`src/rtl/fuzz_equiv_sequencer.sv`:
```
// fuzz_equiv_sequencer
//
// Steps a stream of stimulus vectors through two implementations of one design
// (A: behavioural, B: synthesised netlist). Each accepted vector is registered
// onto dut_in. After LAT settle cycles, y_a and y_b are compared bit for bit.
// Mismatches are counted, the index of the first one is kept, and the run ends
// on the vector flagged last, or at the first mismatch when stop_on_fail is set.
//
// Optional feature: define FUZZ_EQUIV_SIG_EN to build a 32-bit rolling
// signature over y_a. Without it, sig is tied to zero and no fold logic exists.
//
// Ports:
//   clk, rst        clock (rising edge), synchronous active-high reset
//   start           one-cycle pulse; begins a run from IDLE or DONE
//   stop_on_fail    end the run at the first mismatching compare
//   vec_valid       stimulus source offers vec_data
//   vec_last        marks the final vector of the run
//   vec_data        stimulus vector (IN_W bits)
//   vec_ready       sequencer accepts a vector (FETCH only)
//   dut_in          registered stimulus driven to both DUTs
//   y_a, y_b        results of DUT A and DUT B (OUT_W bits)
//   busy            run in progress
//   done            run finished; held until the next start
//   pass            with done: no mismatch seen
//   vec_cnt         vectors applied (saturating)
//   fail_cnt        mismatching compares (saturating)
//   first_fail_idx  zero-based index of the first mismatching vector
//   sig             result signature, or 0 when the feature is not built
module fuzz_equiv_sequencer #(
    parameter int unsigned IN_W  = 64,
    parameter int unsigned OUT_W = 199,
    parameter int unsigned LAT   = 1,
    parameter int unsigned CNT_W = 16
) (
    input  logic             clk,
    input  logic             rst,
    input  logic             start,
    input  logic             stop_on_fail,
    input  logic             vec_valid,
    input  logic             vec_last,
    input  logic [IN_W-1:0]  vec_data,
    output logic             vec_ready,
    output logic [IN_W-1:0]  dut_in,
    input  logic [OUT_W-1:0] y_a,
    input  logic [OUT_W-1:0] y_b,
    output logic             busy,
    output logic             done,
    output logic             pass,
    output logic [CNT_W-1:0] vec_cnt,
    output logic [CNT_W-1:0] fail_cnt,
    output logic [CNT_W-1:0] first_fail_idx,
    output logic [31:0]      sig
);

    // Last SETTLE count value; unused when LAT is 0 (FETCH goes straight to COMPARE).
    localparam logic [3:0] LatM1 = (LAT == 0) ? 4'd0 : 4'(LAT - 1);

    typedef enum logic [2:0] {
        StIdle,
        StFetch,
        StSettle,
        StCompare,
        StDone
    } state_e;

    state_e            state_q, state_d;
    logic [3:0]        settle_q, settle_d;
    logic [IN_W-1:0]   dut_in_q, dut_in_d;
    logic [CNT_W-1:0]  vec_cnt_q, vec_cnt_d;
    logic [CNT_W-1:0]  fail_cnt_q, fail_cnt_d;
    logic [CNT_W-1:0]  first_q, first_d;
    logic              last_q, last_d;

    logic              start_ok;
    logic              mismatch;

    assign start_ok = start && ((state_q == StIdle) || (state_q == StDone));
    assign mismatch = (y_a != y_b);

    always_comb begin
        state_d    = state_q;
        settle_d   = settle_q;
        dut_in_d   = dut_in_q;
        vec_cnt_d  = vec_cnt_q;
        fail_cnt_d = fail_cnt_q;
        first_d    = first_q;
        last_d     = last_q;

        unique case (state_q)
            StIdle, StDone: begin
                if (start) begin
                    vec_cnt_d  = '0;
                    fail_cnt_d = '0;
                    first_d    = '0;
                    state_d    = StFetch;
                end
            end
            StFetch: begin
                if (vec_valid) begin
                    dut_in_d = vec_data;
                    if (vec_cnt_q != '1) begin
                        vec_cnt_d = vec_cnt_q + 1'b1;
                    end
                    last_d   = vec_last;
                    settle_d = '0;
                    state_d  = (LAT == 0) ? StCompare : StSettle;
                end
            end
            StSettle: begin
                if (settle_q == LatM1) begin
                    state_d = StCompare;
                end else begin
                    settle_d = settle_q + 4'd1;
                end
            end
            StCompare: begin
                if (mismatch) begin
                    if (fail_cnt_q != '1) begin
                        fail_cnt_d = fail_cnt_q + 1'b1;
                    end
                    // fail_cnt is cleared at start and never wraps, so zero means
                    // this is the first mismatch of the run.
                    if (fail_cnt_q == '0) begin
                        first_d = vec_cnt_q - 1'b1;
                    end
                end
                if (last_q || (stop_on_fail && mismatch)) begin
                    state_d = StDone;
                end else begin
                    state_d = StFetch;
                end
            end
            default: state_d = StIdle;
        endcase
    end

    always_ff @(posedge clk) begin
        if (rst) begin
            state_q    <= StIdle;
            settle_q   <= '0;
            dut_in_q   <= '0;
            vec_cnt_q  <= '0;
            fail_cnt_q <= '0;
            first_q    <= '0;
            last_q     <= 1'b0;
        end else begin
            state_q    <= state_d;
            settle_q   <= settle_d;
            dut_in_q   <= dut_in_d;
            vec_cnt_q  <= vec_cnt_d;
            fail_cnt_q <= fail_cnt_d;
            first_q    <= first_d;
            last_q     <= last_d;
        end
    end

`ifdef FUZZ_EQUIV_SIG_EN
    localparam int unsigned SigSlices = (OUT_W + 31) / 32;

    // XOR of consecutive 32-bit slices, top slice zero-padded.
    function automatic logic [31:0] fold32(input logic [OUT_W-1:0] v);
        logic [SigSlices*32-1:0] padded;
        logic [31:0]             acc;
        padded            = '0;
        padded[OUT_W-1:0] = v;
        acc               = '0;
        for (int i = 0; i < SigSlices; i++) begin
            acc = acc ^ padded[i*32 +: 32];
        end
        return acc;
    endfunction

    logic [31:0] sig_q, sig_d;

    always_comb begin
        sig_d = sig_q;
        if (start_ok) begin
            sig_d = '0;
        end else if (state_q == StCompare) begin
            sig_d = {sig_q[30:0], sig_q[31]} ^ fold32(y_a);
        end
    end

    always_ff @(posedge clk) begin
        if (rst) begin
            sig_q <= '0;
        end else begin
            sig_q <= sig_d;
        end
    end

    assign sig = sig_q;
`else
    assign sig = '0;
`endif

    assign vec_ready      = (state_q == StFetch);
    assign busy           = (state_q == StFetch) || (state_q == StSettle) ||
                            (state_q == StCompare);
    assign done           = (state_q == StDone);
    assign pass           = done && (fail_cnt_q == '0);
    assign dut_in         = dut_in_q;
    assign vec_cnt        = vec_cnt_q;
    assign fail_cnt       = fail_cnt_q;
    assign first_fail_idx = first_q;

endmodule

```
`config.mk`:
```
export PLATFORM = sky130hd
export DESIGN_NAME = fuzz_equiv_sequencer
export DESIGN_NICKNAME = d
export VERILOG_FILES = /design/src/rtl/fuzz_equiv_sequencer.sv
export SDC_FILE = /design/constraint.sdc
export NUM_CORES = 1
export LEC_CHECK = 0
export ABC_AREA = 1
export CORE_AREA = 8 8 232 234
export CTS_CLUSTER_SIZE = 40
export DETAILED_ROUTE_END_ITERATION = 16
export DIE_AREA = 0 0 240 242
export HOLD_SLACK_MARGIN = 0.12
export SLEW_MARGIN = 20
export SYNTH_ARGS = -nofsm -noshare
export SYNTH_HDL_FRONTEND = slang
export SYNTH_SLANG_ARGS = --single-unit
```
`constraint.sdc`:
```
create_clock -name clk -period 2.7 [get_ports clk]
set_input_delay 0.675 -clock clk [delete_from_list [all_inputs] [get_ports clk]]
set_output_delay 0.675 -clock clk [all_outputs]
set_load 0.03 [all_outputs]
```
After elaboration in Yosys (flattened, before gate mapping):

Cells that the tools add are included.

* output and inout bits: 148
* latch bits: 0
* word-level logic and storage cells: 62
* ROM bits: 0
* memories: 0
* bits in writable memories: 0
* input port bits: 468
* flip-flop bits (word level): 120

* muxes and demuxes: 18
* div/mod/pow operators: 0
* reductions and logical operators: 18
* multiply operators: 0
* shift operators: 0
* $lt $le $gt $ge: 0
* add/subtract/negate cells: 4
* eq/ne operators: 15
* bitwise logic cells: 0

Operators with widths (number)
* $ne A199 B199 Y1: 1
* $mux W16: 7
* $pmux W16 S2: 3
* $add A16 B1 Y16 const B: 2
* $ne A16 B16 Y1 const B: 2
* $logic_not A16 Y1: 1
* $sub A16 B1 Y16 const B: 1
* $ne A2 B2 Y1 const B: 7
* $mux W3: 4
* $pmux W3 S4: 1
* $reduce_and A4 Y1: 3
* $mux W4: 2
* $pmux W4 S2: 1
* $eq A3 B2 Y1 const B: 2
* $reduce_and A3 Y1: 2
* $reduce_bool A2 Y1: 3
* $add A4 B1 Y4 const B: 1
* $logic_not A4 Y1: 1
* $eq A3 B1 Y1 const B: 1
* $eq A3 B3 Y1 const B: 1
* $logic_not A3 Y1: 1
* $logic_or A1 B1 Y1: 3
* $logic_and A1 B1 Y1: 2
* $ne A2 B1 Y1 const B: 1
* other kinds (2): 2

Depth between registers and ports, before layout:

* depth in word-level cells: 5
* mapped depth: 16
* mapped depth without buffers: 16

Worst setup path after synthesis:

OpenSTA, ideal clock, no wires.

* path type: register to output
* start: register fail_cnt_q[0], in the netlist fail_cnt[0]
* end: output pass
* data arrival time: 1667 ps
* data required time: 2025 ps
* cell stages (with the launch flop): 7
* buffers on the path: 0
* path slack: 358 ps
* cells stage by stage: dfxtp_1 > inv_1 > ha_1 > nand4_1 > nor3_1 > nand3_1 > nor3_1

* longest elaborated chain between the ends: 2

RTL lines
* start, declared: RTL line 70 `logic [CNT_W-1:0] fail_cnt_q, fail_cnt_d;`
* start signal, assigned: RTL line 151 `fail_cnt_q <= fail_cnt_d;`
* $logic_not A16 Y1: RTL line 201 `assign pass = done && (fail_cnt_q == '0);`
* $logic_and A1 B1 Y1: RTL line 201
* end, declared: RTL line 48 `output logic pass,`

Every way passes these cells.

Worst setup path after layout:

* start: register fail_cnt_q[1], in the netlist fail_cnt[1]
* end: output pass

Same word-level chain as after synthesis.

==> out/qor.yml <==
fin_skew_ps: 19.5
yosys.area_share.xor_xnor_pct: 13.1
synth_area_leader_cell: "dfxtp_1"
initialDrtViolationCount: 490
hold_end: "first_fail_idx[1]$_SDFFE_PP0P_"
pin_count: 616
synth_top_family_by_area: "simple AND/OR/NAND/NOR gates"
synth_top_flop_cell: "dfxtp_1"
synth-edff-count: 0
synth-simple-area-share_pct: 37.8
fp.dieH_um: 242
drive_above_1_share_pct: 4.65
grt_max_degree: 68
synth_top_area_share_pct: 27.3
area_delta_synth_final_pct: 83.4
std_cell_rows: 83
reg2reg_depth: 11
cts_tree: "built"
synth.most_common_cell: "nor2_1"
cp_slowest_cell: "dfxtp_1"
slew_headroom_pct: 63.2
grt_overflow: 0
hold_buffers: 0
power.leakage_nw: 6.88
drt_wl_total_um: 45900
dr.pass1.iters: 7
place_hpwl_um: 39300
synth_seq_cells: 120
final.fill_count: 5465
rsz0062_at_grt: "false"
cp.required_ps: 2030
crit_chain: "inv_1 > ha_1 > nand4_1 > nor3_2 > nand3_2 > nor3_4 > buf_12"
clk_latency_ps: 440
cts.sink_count: 120
max_freq_mhz: 397
instances_no_fill: 2770
rrSetupSlack_ps: 450
drc: 0
grt_use_met3_pct: 6.19
max-vdd-ir-drop_mv: 0.489
wire_per_inst_um: 16.6
synthMuxAreaShare_pct: 0
r2r_end: "vec_cnt[11]$_SDFFE_PP0P_"
grt_pass1_vias: 11200
place.gp.congestion: 0.920
critical_path_arrival_ps: 1840
ys_types: 34
chipWidth_um: 240
multi_input_area_um2: 5460
synth.top_cells.by_count: "371 x nor2_1, 358 x nand2_1, 183 x inv_1, 120 x dfxtp_1, 86 x xnor2_1"
htreeDepth: 4
tightest_slew_ps: 549
hold_depth: 2
die_area_um2: 58100
critPathMaxFanout: 5
synth_warnings: 0
netlist_area_um2: 8800
grt_usage_pct: 15.0
slowest_delay_ps: 350
finalSetupViolCount: 0
hold_viol: 0
core_area_um2: 50500
cts_buffers: 17
synthesis.instances: 1486
grt_use_met1_pct: 15.3
grt_pass1_wl_um: 66900
synth_area_leaders: "dfxtp_1 27%, nor2_1 16%, nand2_1 15%"
critPathLaunchType: "flop"
antenna_found_initial: 9
cp_num_buf_inv: 2
start_util_pct: 17.4
busiest_layer: "met2"
cts_buffer_depth: 2
gr-usage-met2_pct: 26.4
clockRootBuffer: "clkbuf_16"
cp_top_family: "simple AND/OR/NAND/NOR gates"
ant_nets: 0
synth_fa_ha_area_share_pct: 0.853
end_kind: "primary output"
dr_total_vias: 11100
powerDensity_nw_per_um2: 468
dpl.cell_count: 2732
path_clk_slew_ps: 60
finalCriticalPeriod_ps: 2520
max_cap_viol_count: 0
holdWs_ps: 469
syn_avg_cell_area_um2: 5.92
nets: 2545
status: "complete, no violations"
r2r_start: "vec_cnt[0]$_SDFFE_PP0P_"
hp-class: "flop to flop"
worst-setup-path-type: "flop to primary output"
port_buffers: 583
power.total_w: 0.00756
ys_seq_area_share_pct: 27.3
fin_crit_sh_pct: 93.3
hp-start: "first_fail_idx[1]$_SDFFE_PP0P_"
regArea_um2: 2400
async_flop_share_pct: 0
slew_viol_final: 0
synth_compound_area_share_pct: 8.12
viasPerCell: 4.02
## cells in the final DEF, fill, tap and decap left out, drive strengths merged
cell type and instances:
clkdlybuf4s50 578, nor2 376, nand2 362, inv 193, dfxtp 120, xnor2 86
o21ai 74, a21oi 55, xor2 46, nand4 37, conb 32, buf 30
nor3 24, nand3 20, clkbuf 18, diode 6, ha 6, clkinv 5
a31oi 4, nor4 3, or2 3, nor3b 2, bufinv 2, clkinvlp 2
o311ai 1, o21a 1, a211oi 1, a311oi 1, dlygate4sd2 1, dlymetal6s2s 1
## per-layer routing
| metal | part of all wire (%) | wire length (um) |
|---|---|---|
| met3 | 11 | 4960 |
| met1 | 37 | 16900 |
| met4 | 3.7 | 1680 |
| met2 | 49 | 22300 |
| met5 | 0.089 | 41 |
## sequential cells by signal (all words and copies together), names as in the netlist
| register | count |
|---|---|
| dut_in | 64 |
| fail_cnt | 16 |
| first_fail_idx | 16 |
| vec_cnt | 16 |
| settle_q | 4 |
| state_q | 3 |
| last_q | 1 |
## final cells by class
class	instances	area share [%]
inverters	188	4.37
repair buffers	610	37.8
clock buffers	18	2.72
multi-input cells	1134	33.8
clock inverters	14	1.02
well taps	680	5.27
flip-flops and latches	120	14.9
diodes	6	0.0930
## timing repair
item                                    in CTS  in global routing
endpoints found under the setup margin      10                 35
setup buffers                                0                  0
endpoints found under the hold margin        0                  0
gates resized for setup                      5                 12
## metrics by stage
stage | utilization (%) | worst slack [ps] | TNS [ps] | instance area, um2
2_1_floorplan | - | 358 | 0 | 8920
5_1_grt | 32.0 | 7.64 | 0 | 16100
6_report | 32.0 | 181 | 0 | 16100
3_3_place_gp | 30.6 | -474 | -14530 | 15500
3_5_place_dp | 30.6 | -494 | -14550 | 15500
4_1_cts | 31.9 | 36.9 | 0 | 16100
## worst min-delay path, delay by kind of cell (launching register included)
family             cells  cell delay [ps]
and+or+nand+nor        1               60
AOI/OAI and AO/OA      1               50
DFF                    1              310
## power by group
part           leakage [nW]  internal (W)  switching, W  total [W]
registers             0.975       0.00196      0.000117    0.00208
logic                  5.61       0.00144       0.00168    0.00312
clock network         0.290       0.00141      0.000950    0.00236
total                  6.88       0.00481       0.00275    0.00756
## cells by family after synthesis
| kind of cell | after synthesis |
|---|---|
| compound gates | 137 |
| xor+xnor | 132 |
| fa+ha+maj | 6 |
| buf+inv | 263 |
| flops | 120 |
| other cells | 1 |
| simple gates | 827 |
## how the worst max path moves through the flow
| stage | slack, ps | from | endpoint | depth (start not counted) |
|---|---|---|---|---|
| CTS | 40 | fail_cnt[1]$_SDFFE_PP0P_ | pass | 7 |
| global route | 8 | y_a[67] | first_fail_idx[11]$_SDFFE_PP0P_ | 18 |
| detailed placement | -490 | y_a[61] | fail_cnt[14]$_SDFFE_PP0P_ | 15 |
| global placement | -470 | y_a[60] | fail_cnt[11]$_SDFFE_PP0P_ | 15 |
| finish | 180 | fail_cnt[1]$_SDFFE_PP0P_ | pass | 7 |
| floorplan | 360 | fail_cnt[0]$_SDFFE_PP0P_ | pass | 6 |
Power figures use the tool's default switching activity.
